File: src/rtl/lsu_pkg.sv
// Shared op codes, FSM states and op classifiers for the
// load/store memory port.
package lsu_pkg;

  localparam logic [2:0] LSU_LW  = 3'd0;
  localparam logic [2:0] LSU_LH  = 3'd1;
  localparam logic [2:0] LSU_LHU = 3'd2;
  localparam logic [2:0] LSU_LB  = 3'd3;
  localparam logic [2:0] LSU_LBU = 3'd4;
  localparam logic [2:0] LSU_SW  = 3'd5;
  localparam logic [2:0] LSU_SH  = 3'd6;
  localparam logic [2:0] LSU_SB  = 3'd7;

  typedef enum logic [1:0] {
    LSU_IDLE,
    LSU_WAIT,
    LSU_DONE
  } lsu_state_e;

  function automatic logic is_store(
    input logic [2:0] op
  );
    return op inside {LSU_SW, LSU_SH, LSU_SB};
  endfunction

  function automatic logic is_half(
    input logic [2:0] op
  );
    return op inside {LSU_LH, LSU_LHU, LSU_SH};
  endfunction

  function automatic logic is_byte(
    input logic [2:0] op
  );
    return op inside {LSU_LB, LSU_LBU, LSU_SB};
  endfunction

  function automatic logic is_misaligned(
    input logic [2:0] op,
    input logic [1:0] a
  );
    logic r;
    r = 1'b0;
    unique case (1'b1)
      is_byte(op): r = 1'b0;
      is_half(op): r = a[0];
      default:     r = (a != 2'b00);
    endcase
    return r;
  endfunction

endpackage

File: src/rtl/lsu_load_align.sv
// Picks the addressed byte/halfword out of a memory word and
// extends it; stores yield zero.
module lsu_load_align
  import lsu_pkg::*;
(
  input  logic [2:0]  op_i,
  input  logic [1:0]  off_i,
  input  logic [31:0] word_i,
  output logic [31:0] result_o
);

  logic [7:0]  byte_sel;
  logic [15:0] half_sel;

  always_comb begin
    byte_sel = word_i[7:0];
    case (off_i)
      2'd0: byte_sel = word_i[7:0];
      2'd1: byte_sel = word_i[15:8];
      2'd2: byte_sel = word_i[23:16];
      2'd3: byte_sel = word_i[31:24];
      default: byte_sel = word_i[7:0];
    endcase
    half_sel = off_i[1] ? word_i[31:16] : word_i[15:0];
  end

  always_comb begin
    result_o = '0;
    unique case (op_i)
      LSU_LW:  result_o = word_i;
      LSU_LH:  result_o = {{16{half_sel[15]}}, half_sel};
      LSU_LHU: result_o = {16'h0, half_sel};
      LSU_LB:  result_o = {{24{byte_sel[7]}}, byte_sel};
      LSU_LBU: result_o = {24'h0, byte_sel};
      default: result_o = '0;
    endcase
  end

endmodule

File: src/rtl/lsu_mem_port.sv
// MEM-stage initiator for a word-wide, byte-enabled data memory:
// alignment check, store lane encoding, load extension, timeout.
module lsu_mem_port
  import lsu_pkg::*;
#(
  parameter int unsigned TIMEOUT_CYCLES = 255
) (
  input  logic        clk,
  input  logic        reset,
  input  logic        req_valid,
  input  logic [2:0]  req_op,
  input  logic [31:0] req_addr,
  input  logic [31:0] req_wdata,
  input  logic [31:0] req_pc,
  output logic        busy,
  output logic        done,
  output logic [31:0] rdata,
  output logic        exc_adel,
  output logic        exc_ades,
  output logic        bus_err,
  output logic [31:0] exc_pc,
  output logic [31:0] exc_badvaddr,
  output logic        mem_req,
  output logic        mem_we,
  output logic [3:0]  mem_be,
  output logic [31:0] mem_addr,
  output logic [31:0] mem_wdata,
  input  logic        mem_ack,
  input  logic [31:0] mem_rdata
);

  localparam int CW = $clog2(TIMEOUT_CYCLES + 1);
  localparam logic [CW-1:0] CNT_LAST =
    CW'(TIMEOUT_CYCLES - 1);

  lsu_state_e state_q, state_d;

  logic [2:0]    op_q;
  logic [1:0]    off_q;
  logic [CW-1:0] cnt_q;
  logic          adel_q, ades_q, berr_q;
  logic          we_q;
  logic [3:0]    be_q;
  logic [31:0]   addr_q, wdata_q, rdata_q;
  logic [31:0]   pc_q, badva_q;

  logic        misal;
  logic        tmo_hit;
  logic [3:0]  be_d;
  logic [31:0] wdata_d;
  logic [31:0] load_res;

  assign misal   = is_misaligned(req_op, req_addr[1:0]);
  assign tmo_hit = (cnt_q == CNT_LAST);

  lsu_load_align u_align (
    .op_i     (op_q),
    .off_i    (off_q),
    .word_i   (mem_rdata),
    .result_o (load_res)
  );

  // Little-endian lane placement; the data is replicated so the
  // memory only has to honour byte enables.
  always_comb begin
    be_d    = 4'b1111;
    wdata_d = '0;
    unique case (1'b1)
      is_store(req_op) && is_byte(req_op): begin
        be_d    = 4'b0001 << req_addr[1:0];
        wdata_d = {4{req_wdata[7:0]}};
      end
      is_store(req_op) && is_half(req_op): begin
        be_d    = req_addr[1] ? 4'b1100 : 4'b0011;
        wdata_d = {2{req_wdata[15:0]}};
      end
      req_op == LSU_SW: begin
        wdata_d = req_wdata;
      end
      default: begin
        be_d    = 4'b1111;
        wdata_d = '0;
      end
    endcase
  end

  always_ff @(posedge clk) begin
    if (reset) state_q <= LSU_IDLE;
    else       state_q <= state_d;
  end

  always_comb begin
    state_d = state_q;
    unique case (state_q)
      LSU_IDLE:
        if (req_valid)
          state_d = misal ? LSU_DONE : LSU_WAIT;
      LSU_WAIT:
        if (mem_ack || tmo_hit)
          state_d = LSU_DONE;
      LSU_DONE:
        state_d = LSU_IDLE;
      default:
        state_d = LSU_IDLE;
    endcase
  end

  always_comb begin
    busy     = (state_q != LSU_IDLE);
    done     = (state_q == LSU_DONE);
    mem_req  = (state_q == LSU_WAIT);
    exc_adel = done && adel_q;
    exc_ades = done && ades_q;
    bus_err  = done && berr_q;
  end

  always_ff @(posedge clk) begin
    if (reset) begin
      op_q    <= '0;
      off_q   <= '0;
      cnt_q   <= '0;
      adel_q  <= 1'b0;
      ades_q  <= 1'b0;
      berr_q  <= 1'b0;
      we_q    <= 1'b0;
      be_q    <= '0;
      addr_q  <= '0;
      wdata_q <= '0;
      rdata_q <= '0;
      pc_q    <= '0;
      badva_q <= '0;
    end else begin
      unique case (state_q)
        LSU_IDLE: begin
          cnt_q <= '0;
          if (req_valid) begin
            op_q    <= req_op;
            off_q   <= req_addr[1:0];
            pc_q    <= req_pc;
            badva_q <= req_addr;
            rdata_q <= '0;
            berr_q  <= 1'b0;
            adel_q  <= misal && !is_store(req_op);
            ades_q  <= misal && is_store(req_op);
            if (!misal) begin
              we_q    <= is_store(req_op);
              be_q    <= be_d;
              addr_q  <= {req_addr[31:2], 2'b00};
              wdata_q <= wdata_d;
            end
          end
        end
        LSU_WAIT: begin
          // Ack beats a timeout landing on the same cycle.
          if (mem_ack)
            rdata_q <= load_res;
          else if (tmo_hit)
            berr_q <= 1'b1;
          else
            cnt_q <= cnt_q + CW'(1);
        end
        default: ;
      endcase
    end
  end

  assign rdata        = rdata_q;
  assign exc_pc       = pc_q;
  assign exc_badvaddr = badva_q;
  assign mem_we       = we_q;
  assign mem_be       = be_q;
  assign mem_addr     = addr_q;
  assign mem_wdata    = wdata_q;

endmodule

File: config.mk
export PLATFORM = sky130hd
export DESIGN_NAME = lsu_mem_port
export DESIGN_NICKNAME = d
export VERILOG_FILES = /design/src/rtl/lsu_pkg.sv /design/src/rtl/lsu_load_align.sv /design/src/rtl/lsu_mem_port.sv
export SDC_FILE = /design/constraint.sdc
export NUM_CORES = 1
export LEC_CHECK = 0
export ABC_AREA = 0
export CORE_MARGIN = 10
export CORE_UTILIZATION = 40
export DETAILED_ROUTE_END_ITERATION = 10
export HOLD_SLACK_MARGIN = 0.15
export PLACE_DENSITY_LB_ADDON = 0.08
export SLEW_MARGIN = 30
export SYNTH_ARGS = -nofsm -noshare
export SYNTH_HDL_FRONTEND = slang
export SYNTH_HIERARCHICAL = 1
export SYNTH_SLANG_ARGS = --single-unit
File: constraint.sdc
create_clock -name clk -period 1.86 [get_ports clk]
set_input_delay 0.465 -clock clk [delete_from_list [all_inputs] [get_ports clk]]
set_output_delay 0.465 -clock clk [all_outputs]
set_load 0.01 [all_outputs]
# ---- After elaboration in Yosys (flattened, before gate mapping)
# Cells that the tools add are included.
# Widths: inputs -> output; s select.
dict set report op_classes {
  addsub 1
  n_eq_ne 23
  shifts 1
  mux 21
  n_bitwise 1
  reduce_logical 24
}
# operator count
set ops {}
lappend ops {{$pmux 32 s5} 1}
lappend ops {{$pmux 32 s3} 1}
lappend ops {{$mux 32} 2}
lappend ops {{$pmux 32 s2} 1}
lappend ops {{$pmux 8 s4} 1}
lappend ops {{$mux 16} 1}
lappend ops {{$mux 8} 2}
lappend ops {{$pmux 8 s2} 1}
lappend ops {{$eq 3x3->1 const B} 5}
lappend ops {{$eq 3x2->1 const B} 4}
lappend ops {{$reduce_and 3->1} 3}
lappend ops {{$reduce_bool 3->1} 3}
lappend ops {{$add 8x1->8 const B} 1}
lappend ops {{$eq 8x8->1 const B} 1}
lappend ops {{$pmux 4 s2} 1}
lappend ops {{$logic_and 1x1->1} 7}
lappend ops {{$eq 2x2->1 const B} 3}
lappend ops {{$eq 3x1->1 const B} 2}
lappend ops {{$mux 2} 3}
lappend ops {{$ne 2x1->1 const B} 3}
lappend ops {{$ne 2x2->1 const B} 3}
lappend ops {{$reduce_bool 2->1} 3}
lappend ops {{$eq 2x1->1 const B} 2}
lappend ops {{$logic_not 2->1} 2}
lappend ops {{11 further kinds} 15}
dict set report word_totals {
  reg_bits 181
  in_bits 135
}

# ---- Depth between registers and ports, before layout
# Gate-level depths: netlist of run 1.
dict set report depth {
  ltp_word 6
  mapped_depth 8
  ltp_nobuf 6
}

# ---- Hierarchy
# Netlist of run 1, hierarchy kept.
# mod n_inst cells_each area_each_um2
set by_module_without_submodules {}
lappend by_module_without_submodules {lsu_mem_port 1 832 6871.6}
lappend by_module_without_submodules {lsu_load_align 1 122 830.8}

# ---- Worst setup path before layout of run 1
# Ideal clock, no wire load.
dict set report synth_path {
  path_type {input to register}
  startpoint {input req_op[1]}
  endpoint {register wdata_q[0], in the netlist mem_wdata[0]}
  setup_time_ns 0.117
  arrival_ns 1.626
  path_slack_ns 0.117
  stages 6
  path_buffers 2
  cell_sequence {nand2b_1 -> a221o_1 -> buf_2 -> and2_1 -> buf_4 -> a22o_1}
}
dict set report synth_via {
  elab_chain_cells 5
}
# item line
set synth_lines {}
lappend synth_lines {{from (decl)} lsu_mem_port.sv:11} ;# input logic [2:0] req_op,
lappend synth_lines {{$eq 3x1->1, or another cell as far along} lsu_pkg.sv:29} ;# return op inside {LSU_LH, LSU_LHU, LSU_SH};
lappend synth_lines {{$reduce_bool 3->1 (on tied branches)} {lsu_pkg.sv:29, lsu_pkg.sv:35}}
lappend synth_lines {{$pmux 1 s2} lsu_pkg.sv:44} ;# unique case (1'b1)
lappend synth_lines {{$not 1->1 (no line)} --}
lappend synth_lines {{$reduce_and 3->1 (no line)} --}
lappend synth_lines {{to (signal assigned)} lsu_mem_port.sv:149} ;# wdata_q <= wdata_d;
lappend synth_lines {{to (decl)} lsu_mem_port.sv:44} ;# logic [31:0] addr_q, wdata_q, rdata_q;
# Parallel ways exist; a longest one is shown, timed or not.
# A chain may end at the register's enable or synchronous reset.

# ---- Worst setup path after layout of run 1
dict set report layout_path {
  startpoint {register rdata_q[10], in the netlist rdata[10]}
  endpoint {output rdata[10]}
}
# item line
set layout_rtl {}
lappend layout_rtl {{from (decl)} lsu_mem_port.sv:44}
lappend layout_rtl {{from (signal assigned)} lsu_mem_port.sv:156} ;# rdata_q <= load_res;
lappend layout_rtl {{to (decl)} lsu_mem_port.sv:17} ;# output logic [31:0] rdata,
# No word-level cell between the ends.

==> metrics.txt, run 1 <==
largest net degree at the start of global routing=82; status=finished clean; flops & latches, synth=179; yosys warns=6; buffers and inverters on the worst path=1; maximum clock insertion buffer count=2; core box area=18,800 µm²; max_slew headroom=62.4%; CTS clk-pin slew, worst paths=70 ps; total power per unit cell area=807 nW/µm²; Final Skew=8.25 ps; delay-heaviest family, CP=buffers and inverters; DR iter-0 viols=444; peak supply drop=0.703 mV; GP Congestion=0.889; total gr overflow=0; Area after DPL=11,400 µm²; CTS root buffer=clkbuf_16; Final Hold Viols=0; Comb pwr share=20.9%; Slew Limit Fails=0; synth unique cells=59; slowest CP cell=clkdlybuf4s50_1; Post-Synthesis Cell Area=7700 µm²; Area growth syn-to-layout=57.2%; vias in the first global route=7,729; Vias=7,950; Pint=6.98 mW; # IOs=306; final net count=1,409; Worst Tran Pin Value=561 ps; EDFF count, synth=0; dpl ws=-434 ps; Die Y=159 µm; async set-reset flop share out of synthesis=0%; final wirelength=27,300 µm; Seq/Total Area, Yosys=46.5%; share of cells above drive strength 1=11.3%; Die Span X=159 µm; Switch Pwr=2.79 mW; fin worst setup slack=40.9 ps; Post-synth top flop=dfxtp_1; Die Area=25,200 µm²; clk_lat worst skew=430 ps; Hold Path Class=flop to flop; startpoint types=flop; Leakage=4.74 nW; Min Clock Period, post-route=1820 ps; max capacitance violation total=0; post-route ant nets=0; first-pass GRT wire length=42,900 µm; Fill cells=1,689; FP Rows=50; total iterations of the first detailed-routing run=7; total CTS buffers=17; area of the multi-input gates=3680 µm²; Avg Cell Area, Syn=8.07 µm²; Reg power frac=42.4%; H-tree Lvls=4; ant diodes=0; Post-DP HPWL=19,800 µm; Tcrit/Tclk final=97.8%; switching share of power=28.6%; CTS Sinks=179; Initial Utilization=40.9%; Clock power frac=36.8%; crit path cell chain=clkdlybuf4s50_1; IO Port Bufs=303; Register Area=3590 µm²; setup TNS=0 ps; CTS tree=built; Crit Path Class=flop to output pin; GRT Util Overall=20.6%; Final Cell Area=12,100 µm²; DRC violations left=0; synthesized instance count=954; vias per std cell=5.15; critical path arrival=1350 ps; Required @ worst endpoint=1390 ps; CP Capture Type=output pin; final setup fails=0; detailed-route wire length per cell=17.7 µm; Critical Path Max Stage Delay=580 ps; dpl cells=1,510; Highest Clock Rate=0.550 GHz; initial antenna violation count=0; CP max FO=2; Final Instance Count excl. Fillers=1,545
cell usage in the layout, fill, tap and decap left out, types with 5 or more instances in the layout:
cell type and n:
a31oi_1 9, inv_6 5, nor2_1 9, dlymetal6s2s_1 14, o2bb2ai_1 24, clkdlybuf4s50_1 275
o21ai_0 48, mux2i_1 12, a21oi_1 159, a211oi_1 6, buf_12 11, a21boi_0 8
nand2_1 197, dfxtp_2 5, clkbuf_16 18, nand3_1 70, inv_1 27, dlygate4sd2_1 8
a22oi_1 17, dfxtp_1 174, o21ai_1 16, a22o_1 8, buf_4 66, nor2b_1 5
o22ai_1 7, mux4_2 6
power groups by stage:
stage               combinational, mW  sequential [mW]  clock, mW
finish                           2.04             4.14       3.60
global route                     2.21             4.16       3.82
CTS                              2.02             4.14       3.68
detailed placement               2.02             4.22          0
global placement                 2.02             4.22          0
floorplan                       0.829             4.29          0
synth_stat cells, drive strengths merged (2+ instances only):
| master | count | area share, % |
|---|---|---|
| nand3b | 2 | 0.19 |
| a21boi | 8 | 0.78 |
| o22a | 2 | 0.23 |
| mux4 | 6 | 1.8 |
| mux2i | 12 | 1.6 |
| mux2 | 2 | 0.29 |
| or2 | 3 | 0.24 |
| nand2b | 4 | 0.32 |
| o21ai | 65 | 4.4 |
| o31ai | 4 | 0.39 |
| buf | 39 | 2.9 |
| nand3 | 70 | 4.5 |
| and2 | 4 | 0.32 |
| a211oi | 6 | 0.58 |
| inv | 27 | 1.3 |
| clkbuf | 45 | 2.2 |
| dfxtp | 179 | 47 |
| nor2 | 10 | 0.52 |
| a31oi | 10 | 0.81 |
| a21oi | 161 | 11 |
| o22ai | 7 | 0.57 |
| a22o | 8 | 0.91 |
| a21o | 2 | 0.19 |
| nand4 | 2 | 0.16 |
| ha | 2 | 0.32 |
| or4 | 4 | 0.39 |
| a22oi | 17 | 1.7 |
| o2bb2ai | 24 | 2.7 |
| nor2b | 6 | 0.49 |
| nand2 | 199 | 9.8 |
| o21bai | 2 | 0.19 |
| or3 | 2 | 0.16 |
| nor3b | 2 | 0.26 |
| nor3 | 5 | 0.39 |
per-stage QoR:
stage          total power, mW  util, %  hold slack (ps)
3_3_place_gp              6.24     60.6              438
6_report                  9.77     64.3              450
2_1_floorplan             5.12        -              427
5_1_grt                   10.2     64.3              471
4_1_cts                   9.85     63.7              453
3_5_place_dp              6.25     60.6              443
area by class of cell:
class	instances	area share, %
well taps	260	2.69
inverters	28	0.868
clock buffers	18	3.54
clock inverters	14	1.31
repair buffers	382	31.5
multi-input cells	664	30.4
flip-flops and latches	179	29.6
state kept, by name, summed over array words and instances, names as in the netlist:
name	cells
mem_wdata	32
exc_badvaddr	31
off_q	1
mem_be	4
state_q	2
adel_q	1
op_q	3
mem_we	1
berr_q	1
ades_q	1
cnt_q	8
rdata	32
exc_pc	32
mem_addr	30
worst reg2reg max path: stages, from the launching register on:
cell	delay (ps)
dfxtp_2	380
inv_1	60
ha_1	200
nand3_1	100
o21bai_1	90
or4b_2	620
a31oi_1	190
worst paths after layout:
path,startpoint,to,slack [ps],depth (start not counted)
setup / recovery,rdata[10]$_SDFFE_PP0P_,rdata[10],40,1
setup reg to reg,cnt_q[0]$_SDFFE_PP0P_,cnt_q[1]$_SDFFE_PP0P_,160,6
hold / removal,rdata[7]$_SDFFE_PP0P_,rdata[7]$_SDFFE_PP0P_,450,2
hold reg to reg,rdata[7]$_SDFFE_PP0P_,rdata[7]$_SDFFE_PP0P_,450,2
timing repair:
| action | 4_1_cts | 5_1_grt |
|---|---|---|
| gates cloned | 0 | 1 |
| setup buffers | 0 | 2 |
| pin swaps | 0 | 3 |
| endpoints found under the setup margin | 13 | 70 |
| hold buffers | 0 | 0 |
| resized for setup | 25 | 29 |
metal layers:
layer  global-route usage, %  up-vias  wire (µm)
li1                        -     3971          -
met1                    25.8     3660      11800
met2                    32.7      305      12900
met3                    8.44       14       2440
met4                    4.04        0        214
met5                       0        -          0
logic make-up after synthesis:
kind of cell | Yosys count | synth area share [%]
flops | 179 | 46.5
mux | 20 | 3.61
xor+xnor | 1 | 0.114
other cells | 1 | 0.0487
fa+ha+maj | 2 | 0.325
compound gates | 323 | 24.8
simple gates | 316 | 18.1
buf+inv | 112 | 6.43
Note: power is estimated with default switching activity, not from simulation.
==> inputs of run 2 (changes only) <==
--- a/config.mk
+++ b/config.mk
@@ -11,6 +11,7 @@
 export DETAILED_ROUTE_END_ITERATION = 10
 export HOLD_SLACK_MARGIN = 0.15
 export PLACE_DENSITY_LB_ADDON = 0.08
+export SETUP_SLACK_MARGIN = 0.02
 export SLEW_MARGIN = 30
 export SYNTH_ARGS = -nofsm -noshare
 export SYNTH_HDL_FRONTEND = slang
==> run 2 against run 1 <==
Combinational power hardly changed; fmax is 1.4% higher; largest power group unchanged; clock power hardly changed; total power is 0.20% lower; final cell count stayed put; die area stayed put; hold slack hardly changed.
==> metrics.txt, run 2 (same netlist as run 1, synthesis figures left out) <==
Required @ worst endpoint=1390 ps (about the same); final wirelength=27,400 µm (+0.25%); Final Total Pwr=9.75 mW (-0.20%); initial antenna violation count=0 (unchanged); DR iter-0 viols=429 (-3.4%); buffers and inverters on the worst path=1 (unchanged); IO Port Bufs=303 (unchanged); CTS clk-pin slew, worst paths=70 ps (about the same); commonest non-fill, non-tap cell in the layout=clkdlybuf4s50_1; HP Start=exc_badvaddr[29]$_SDFFE_PP0P_; delay-heaviest family, CP=buffers and inverters; Final Hold Viols=0 (unchanged); max capacitance violation total=0 (unchanged); vias in the first global route=7,728 (-0.013%); total iterations of the first detailed-routing run=7 (unchanged); CP Capture Type=output pin; Final Skew=8.36 ps (+0.112 ps); Vias=7,975 (+0.31%); Critical path origin=exc_pc[16]$_SDFFE_PP0P_; crit path cell chain=clkdlybuf4s50_1; largest net degree at the start of global routing=82 (unchanged); slowest CP cell=clkdlybuf4s50_1; minimum hold slack=450 ps (-0.0990 ps); detailed-route wire length per cell=17.7 µm (+0.25%); Worst Tran Pin Value=571 ps (+9.78 ps); CTS root buffer=clkbuf_16; post-route ant nets=0 (unchanged); final net count=1,409 (unchanged); clk_lat worst skew=430 ps (about the same); Slew Limit Fails=0 (unchanged); max_slew headroom=61.8% (-0.65 points); core box area=18,800 µm² (unchanged); Post-DP HPWL=19,800 µm (unchanged); total power per unit cell area=801 nW/µm² (-0.76%); maximum clock insertion buffer count=2 (unchanged); FF-to-FF Start=cnt_q[0]$_SDFFE_PP0P_; Hold Path Class=flop to flop; Leakage=5.38 nW (+13%); Final Core Density=64.7% (+0.36 points); first-pass GRT wire length=42,900 µm (about the same); Area growth syn-to-layout=58.1%; final setup fails=0 (unchanged); share of cells above drive strength 1=11.5% (+0.23 points); startpoint types=flop; total gr overflow=0 (unchanged); peak supply drop=0.702 mV (-0.13%); CTS Sinks=179 (unchanged); RSZ-0062 raised after global routing=no; vias per std cell=5.16 (+0.31%); FP Rows=50 (unchanged); fin worst setup slack=65.7 ps (+24.8 ps); GP Congestion=0.889 (unchanged); # IOs=306 (unchanged); H-tree Lvls=4 (unchanged); Initial Utilization=40.9% (unchanged); Crit Path Class=flop to output pin; Die Span X=159 µm (unchanged); Tcrit/Tclk final=96.5% (-1.3 points); status=finished clean; total CTS buffers=17 (unchanged); Die Y=159 µm (unchanged); Min Clock Period, post-route=1790 ps (-24.8 ps); Die Area=25,200 µm² (unchanged); CP max FO=2 (unchanged); critical path arrival=1330 ps (-20 ps); dpl ws=-434 ps (unchanged); DRC violations left=0 (unchanged); Critical Path Max Stage Delay=570 ps (about the same); Highest Clock Rate=0.557 GHz (+1.4%); commonest cells after routing, fill and taps aside=clkdlybuf4s50_1, nand2_1, dfxtp_1; GRT Util Overall=20.6% (unchanged); CTS tree=built; ant diodes=0 (unchanged)
## run 2: cell types whose count changed in the layout (fill, tap and decap cells not counted)
cell / delta
clkdlybuf4s15_1: -2
clkdlybuf4s50_1: -43
clkbuf_2: +3
dlygate4sd2_1: +6
dlymetal6s2s_1: +36
## run 2: stage by stage
stage	std cells	setup TNS, ps	cell area (µm²)
global placement	1510	-37970	11400
finish	1545	0	12200
detailed placement	1510	-42860	11400
floorplan	955	0	7710
global route	1545	0	12200
CTS	1542	0	12000
## run 2: final timing paths
kind / end / slack [ps] / depth (start not counted)
worst min register to register: exc_badvaddr[29]$_SDFFE_PP0P_ / 450 / 2
worst min-delay path: exc_badvaddr[29]$_SDFFE_PP0P_ / 450 / 2
worst max register to register: cnt_q[1]$_SDFFE_PP0P_ / 160 / 6
worst max-delay path: exc_pc[16] / 70 / 1
## run 2: final cells by class
class | instances | area [µm²]
fill | 1673 | 6650
timing repair buffer | 382 | 3880
multi-input combinational | 664 | 3680
sequential | 179 | 3590
clock buffer | 18 | 429
tap | 260 | 325
clock inverter | 14 | 159
inverter | 28 | 105
## run 2: repair_timing
| action | 4_1_cts | 5_1_grt |
|---|---|---|
| buffers inserted | 0 | 2 |
| hold buffers | 0 | 0 |
| gates resized for setup | 37 | 64 |
| pin swaps | 0 | 1 |
| gates cloned | 0 | 1 |
| endpoints found under the setup margin | 22 | 109 |
## run 2: report_power, final
group          switching, mW  internal [mW]  leakage [nW]  total, mW
logic                  0.998           1.03          3.63       2.02
registers              0.110           4.03          1.46       4.14
clock network           1.68           1.91         0.289       3.59
total                   2.79           6.97          5.38       9.75
## run 2: routing by layer
| layer | up-vias | share of wire, % | track usage [%] | routed length [µm] |
|---|---|---|---|---|
| li1 | 3978 | - | - | - |
| met1 | 3683 | 43 | 25.8 | 11800 |
| met2 | 297 | 47 | 32.7 | 12900 |
| met3 | 17 | 9.0 | 8.44 | 2470 |
| met4 | 0 | 0.83 | 4.04 | 227 |
| met5 | - | 0 | 0 | 0 |
==> variant 1 (config.mk and constraints of run 2) <==
Encoding of `lsu_state_e`: now one-hot (3 bits for 3 states).
--- a/src/rtl/lsu_pkg.sv
+++ b/src/rtl/lsu_pkg.sv
@@ -11,10 +11,10 @@
   localparam logic [2:0] LSU_SH  = 3'd6;
   localparam logic [2:0] LSU_SB  = 3'd7;
 
-  typedef enum logic [1:0] {
-    LSU_IDLE,
-    LSU_WAIT,
-    LSU_DONE
+  typedef enum logic [2:0] {
+    LSU_IDLE = 3'b001,
+    LSU_WAIT = 3'b010,
+    LSU_DONE = 3'b100
   } lsu_state_e;
 
   function automatic logic is_store(
Behaviour: same outputs for any inputs over 4 cycles, from zero or initial values and one cycle with reset high; so few cycles prove little.
==> variant 1 against run 2 <==
Worst hold slack worse by 76 ps. Final cell count increased by 1.3%. Design area is 2.9% higher. Worst setup slack worse by 15 ps. Wire length rose by 4.5%. Area after synthesis is 1.9% higher. Largest cell class unchanged. Critical path type unchanged. Utilization decreased by 0.088 points. Total power grew 0.90%. Sequential share of layout area decreased by 0.68 points. First-iteration DRC count grew 7.2%. Synthesized cell count fell by 0.10%. Sequential cell count increased by 1. Critical endpoint is now mem_addr[11]. Register-to-register slack got worse by 40 ps.
==> variant 1: results (changes against run 2) <==
| Metric | Value |
|---|---|
| Top post-synthesis cells by count | nand2_1 (199), dfxtp_1 (180), a21oi_1 (158) |
| Multiplexer share of the synthesized area | 0.0392 (+0.00316) |
| Pre-CTS worst setup slack | -534 ps (-100 ps) |
| Clk_skew | 10.9 ps (+2.56 ps) |
| Outcome | completed |
| Part of the power in registers | 0.422 (-0.002) |
| FF+latch count, synth | 180 (+0.56%) |
| Post-CTS resize count | 66 (+78%) |
| GR met2 Demand/Resource | 0.356 (+0.0296) |
| Non-clock buffer share | 0.321 (+0.00236) |
| Adder-Cell Fraction of Synth Area | 0.00446 (+0.00122) |
| Buffers, non-clock | 396 (+3.7%) |
| Sequential fraction of total cell area | 0.288 (-0.00685) |
| NetSw | 2810 µW (+0.75%) |
| Placed cell area | 0.0117 mm² (+2.5%) |
| Leak | 0.00571 µW (+6.1%) |
| Met1 GRT Util | 0.247 (-0.0105) |
| DR WL/cell | 18.3 µm (+3.1%) |
| Final Util | 0.646 (-0.000878) |
| Met2 WL | 13.9 mm (+7.4%) |
| Dpl cells | 1525 (+0.99%) |
| Vias in the first global route | 8199 (+6.1%) |
| ClkCell Share | 0.0466 (-0.00165) |
| Peak VDD IR | 0.652 mV (-7.0%) |
| Met1 wire length | 11.4 mm (-3.8%) |
| Met3 Use GR | 0.0956 (+0.0112) |
| Multi-input gate count | 661 (-0.45%) |
| Setup repair bufs after CTS | 5 (+5) |
==> variant 1: cell types whose count changed in the layout (fill, tap and decap cells not counted), moves of 8 or more <==
cell	before	now
clkdlybuf4s50_1	232	213
buf_4	66	77
o2bb2ai_2	0	10
dlymetal6s2s_1	50	58
o2bb2ai_1	24	8
dlygate4sd2_1	14	25
==> variant 1: kinds of logic (layout without fill, tap and decap cells) <==
family	count (synthesis)	count (layout)
simple gates	318	318
compound gates	313	313
flops	180	180
buf+inv	113	458
mux	23	23
fa+ha+maj	3	3
xor+xnor	2	2
other cells	1	3
==> variant 1: worst paths after layout <==
kind / from / end / slack [ps] / cells past startpoint
setup reg to reg: state_q[1]$_SDFFE_PP0P_ / mem_wdata[14]$_SDFFE_PP0P_ / 120 / 6
hold / removal: reset / adel_q$_SDFFE_PP0P_ / 370 / 2
setup / recovery: mem_addr[11]$_SDFFE_PP0P_ / mem_addr[11] / 50 / 1
hold reg to reg: rdata[29]$_SDFFE_PP0P_ / rdata[29]$_SDFFE_PP0P_ / 450 / 2
==> variant 2 (config.mk and constraints of run 2) <==
Without the edit above. Change the parameter `TIMEOUT_CYCLES` from 255 to 510.
--- a/src/rtl/lsu_mem_port.sv
+++ b/src/rtl/lsu_mem_port.sv
@@ -3,7 +3,7 @@
 module lsu_mem_port
   import lsu_pkg::*;
 #(
-  parameter int unsigned TIMEOUT_CYCLES = 255
+  parameter int unsigned TIMEOUT_CYCLES = 510
 ) (
   input  logic        clk,
   input  logic        reset,
Function: no difference found for any inputs over 4 cycles, from zero or initial values and one cycle with reset high; that may be too few to reach the edited logic, so the function may still have changed.
==> variant 2 against run 2 <==
Synthesized cell count is 1.3% higher. Via count is 1.4% higher. Critical path type unchanged. Critical endpoint is now mem_addr[2]. Area after synthesis is 1.4% higher. Clock skew is 2.2 ps higher. Total power is 0.91% higher. Wire length is 0.44% higher. Register-to-register slack better by 30 ps. Worst setup slack worse by 24 ps. Sequential cell count is 1 higher. Design area is 1.7% higher.
==> variant 2: results (changes against run 2) <==
| Metric | Value |
|---|---|
| Outcome | completed |
| Drt via density | 5.13 (-0.54%) |
| Hold Path Sink | adel_q$_SDFFE_PP0P_ |
| Buffers, non-clock | 395 (+3.4%) |
| Layout cells sized above 1 | 0.120 (+0.00476) |
| Top post-synthesis cells by area | dfxtp_1 (46%), a21oi_1 (10%), nand2_1 (9.8%) |
| Met3 Wirelength | 2.51 mm (+1.8%) |
| Worst R2R Setup Slack | 190 ps (+30 ps) |
| Drt total wl | 27.5 mm (+0.44%) |
| Top post-synthesis cells by count | nand2_1 (203), dfxtp_1 (180), a21oi_1 (159) |
| Register area | 0.00361 mm² (+0.63%) |
| Clock Power Share | 0.367 (about the same) |
| Peak VDD IR | 0.677 mV (-3.5%) |
| Sequential area share after synthesis | 0.461 (-0.00377) |
| Power density over the cells | 795 mW/mm² (-0.76%) |
| Fmax | 0.550 GHz (-1.3%) |
| Critical path startpoint | mem_addr[2]$_SDFFE_PP0P_ |
| Placed cell area | 0.0116 mm² (+1.9%) |
| Inverters | 29 (+3.6%) |
| Pre-CTS worst setup slack | -446 ps (-12.2 ps) |
| Arrival @ worst endpoint | 1350 ps (+20 ps) |
| Pin count of the biggest net entering global routing | 81 (-1.2%) |
| Combinational power | 2080 µW (+3%) |
| GRT Overall Usage | 0.206 (-0.000471) |
| Cell count of the worst reg-to-reg path | 7 (+1) |
| TAP cells | 265 (+1.9%) |
| RR Startpoint | state_q[1]$_SDFFE_PP0P_ |
| Layout Nets | 1434 (+1.8%) |
| Gpl congestion | 0.903 (+1.6%) |
| Crit path to | mem_addr[2] |
| Multi-input gate count | 674 (+1.5%) |
| Iter 0 DRT Violations | 447 (+4.2%) |
| Initial antenna violation count | 1 (+1) |
| Worst-margin pin slew | 547 ps (-24.0 ps) |
| Fillcell total | 1719 (+2.7%) |
| NetSw | 2820 µW (+1.2%) |
| Met1 GRT Util | 0.246 (-0.0119) |
| Worst r2r dst | rdata[0]$_SDFFE_PP0P_ |
| Post-CTS resize count | 40 (+8.1%) |
| DR WL/cell | 17.5 µm (-1.5%) |
| Placed wire-length estimate | 20.0 mm (+0.92%) |
| Sw frac | 0.286 (+0.000722) |
| Crit path largest cell delay | 600 ps (+30 ps) |
| Met2 WL | 12.7 mm (-1.7%) |
| Leak | 0.00534 µW (-0.69%) |
| DRT Pass-1 Iters | 5 (-2) |
| First-pass GRT wire length | 43.2 mm (+0.58%) |
| Met1 wire length | 11.8 mm (about the same) |
| Area occupied by multi-input gates | 0.00373 mm² (+1.3%) |
| ClkCell Share | 0.0477 (-0.000598) |
| FF+latch count, synth | 180 (+0.56%) |
| Inserted Diodes | 1 (+1) |
| Hold WS | 448 ps (-2.17 ps) |
| Final-layout clock buffer total | 17 (-1) |
| Dpl cells | 1540 (+2.0%) |
| Non-clock buffer share | 0.323 (+0.00431) |
## variant 2: cell count changes after synthesis, sizes merged, moves of 2 or more
| cell | before | now |
|---|---|---|
| o31ai | 4 | 2 |
| o21ai | 65 | 68 |
| nand3b | 2 | 4 |
| nand3 | 70 | 67 |
| or4 | 4 | 2 |
| o21a | 1 | 4 |
| nor3 | 5 | 3 |
| nand4 | 2 | 6 |
| nand2 | 199 | 204 |
## variant 2: worst register-to-register path, cell delays in order (launching register included)
cell	delay, ps
dfxtp_2	320
buf_4	160
or3b_4	440
buf_4	160
o21ai_4	60
buf_12	200
nand3_1	110
a21oi_1	160
## variant 2: cells by family after synthesis
family	synth area share
buffers and inverters	0.0663
muxes	0.0369
adders and majority gates	0.00320
DFF	0.461
AOI/OAI and AO/OA	0.250
other	0.000480
xor gates and xnor gates	0.00112
and+or+nand+nor	0.181
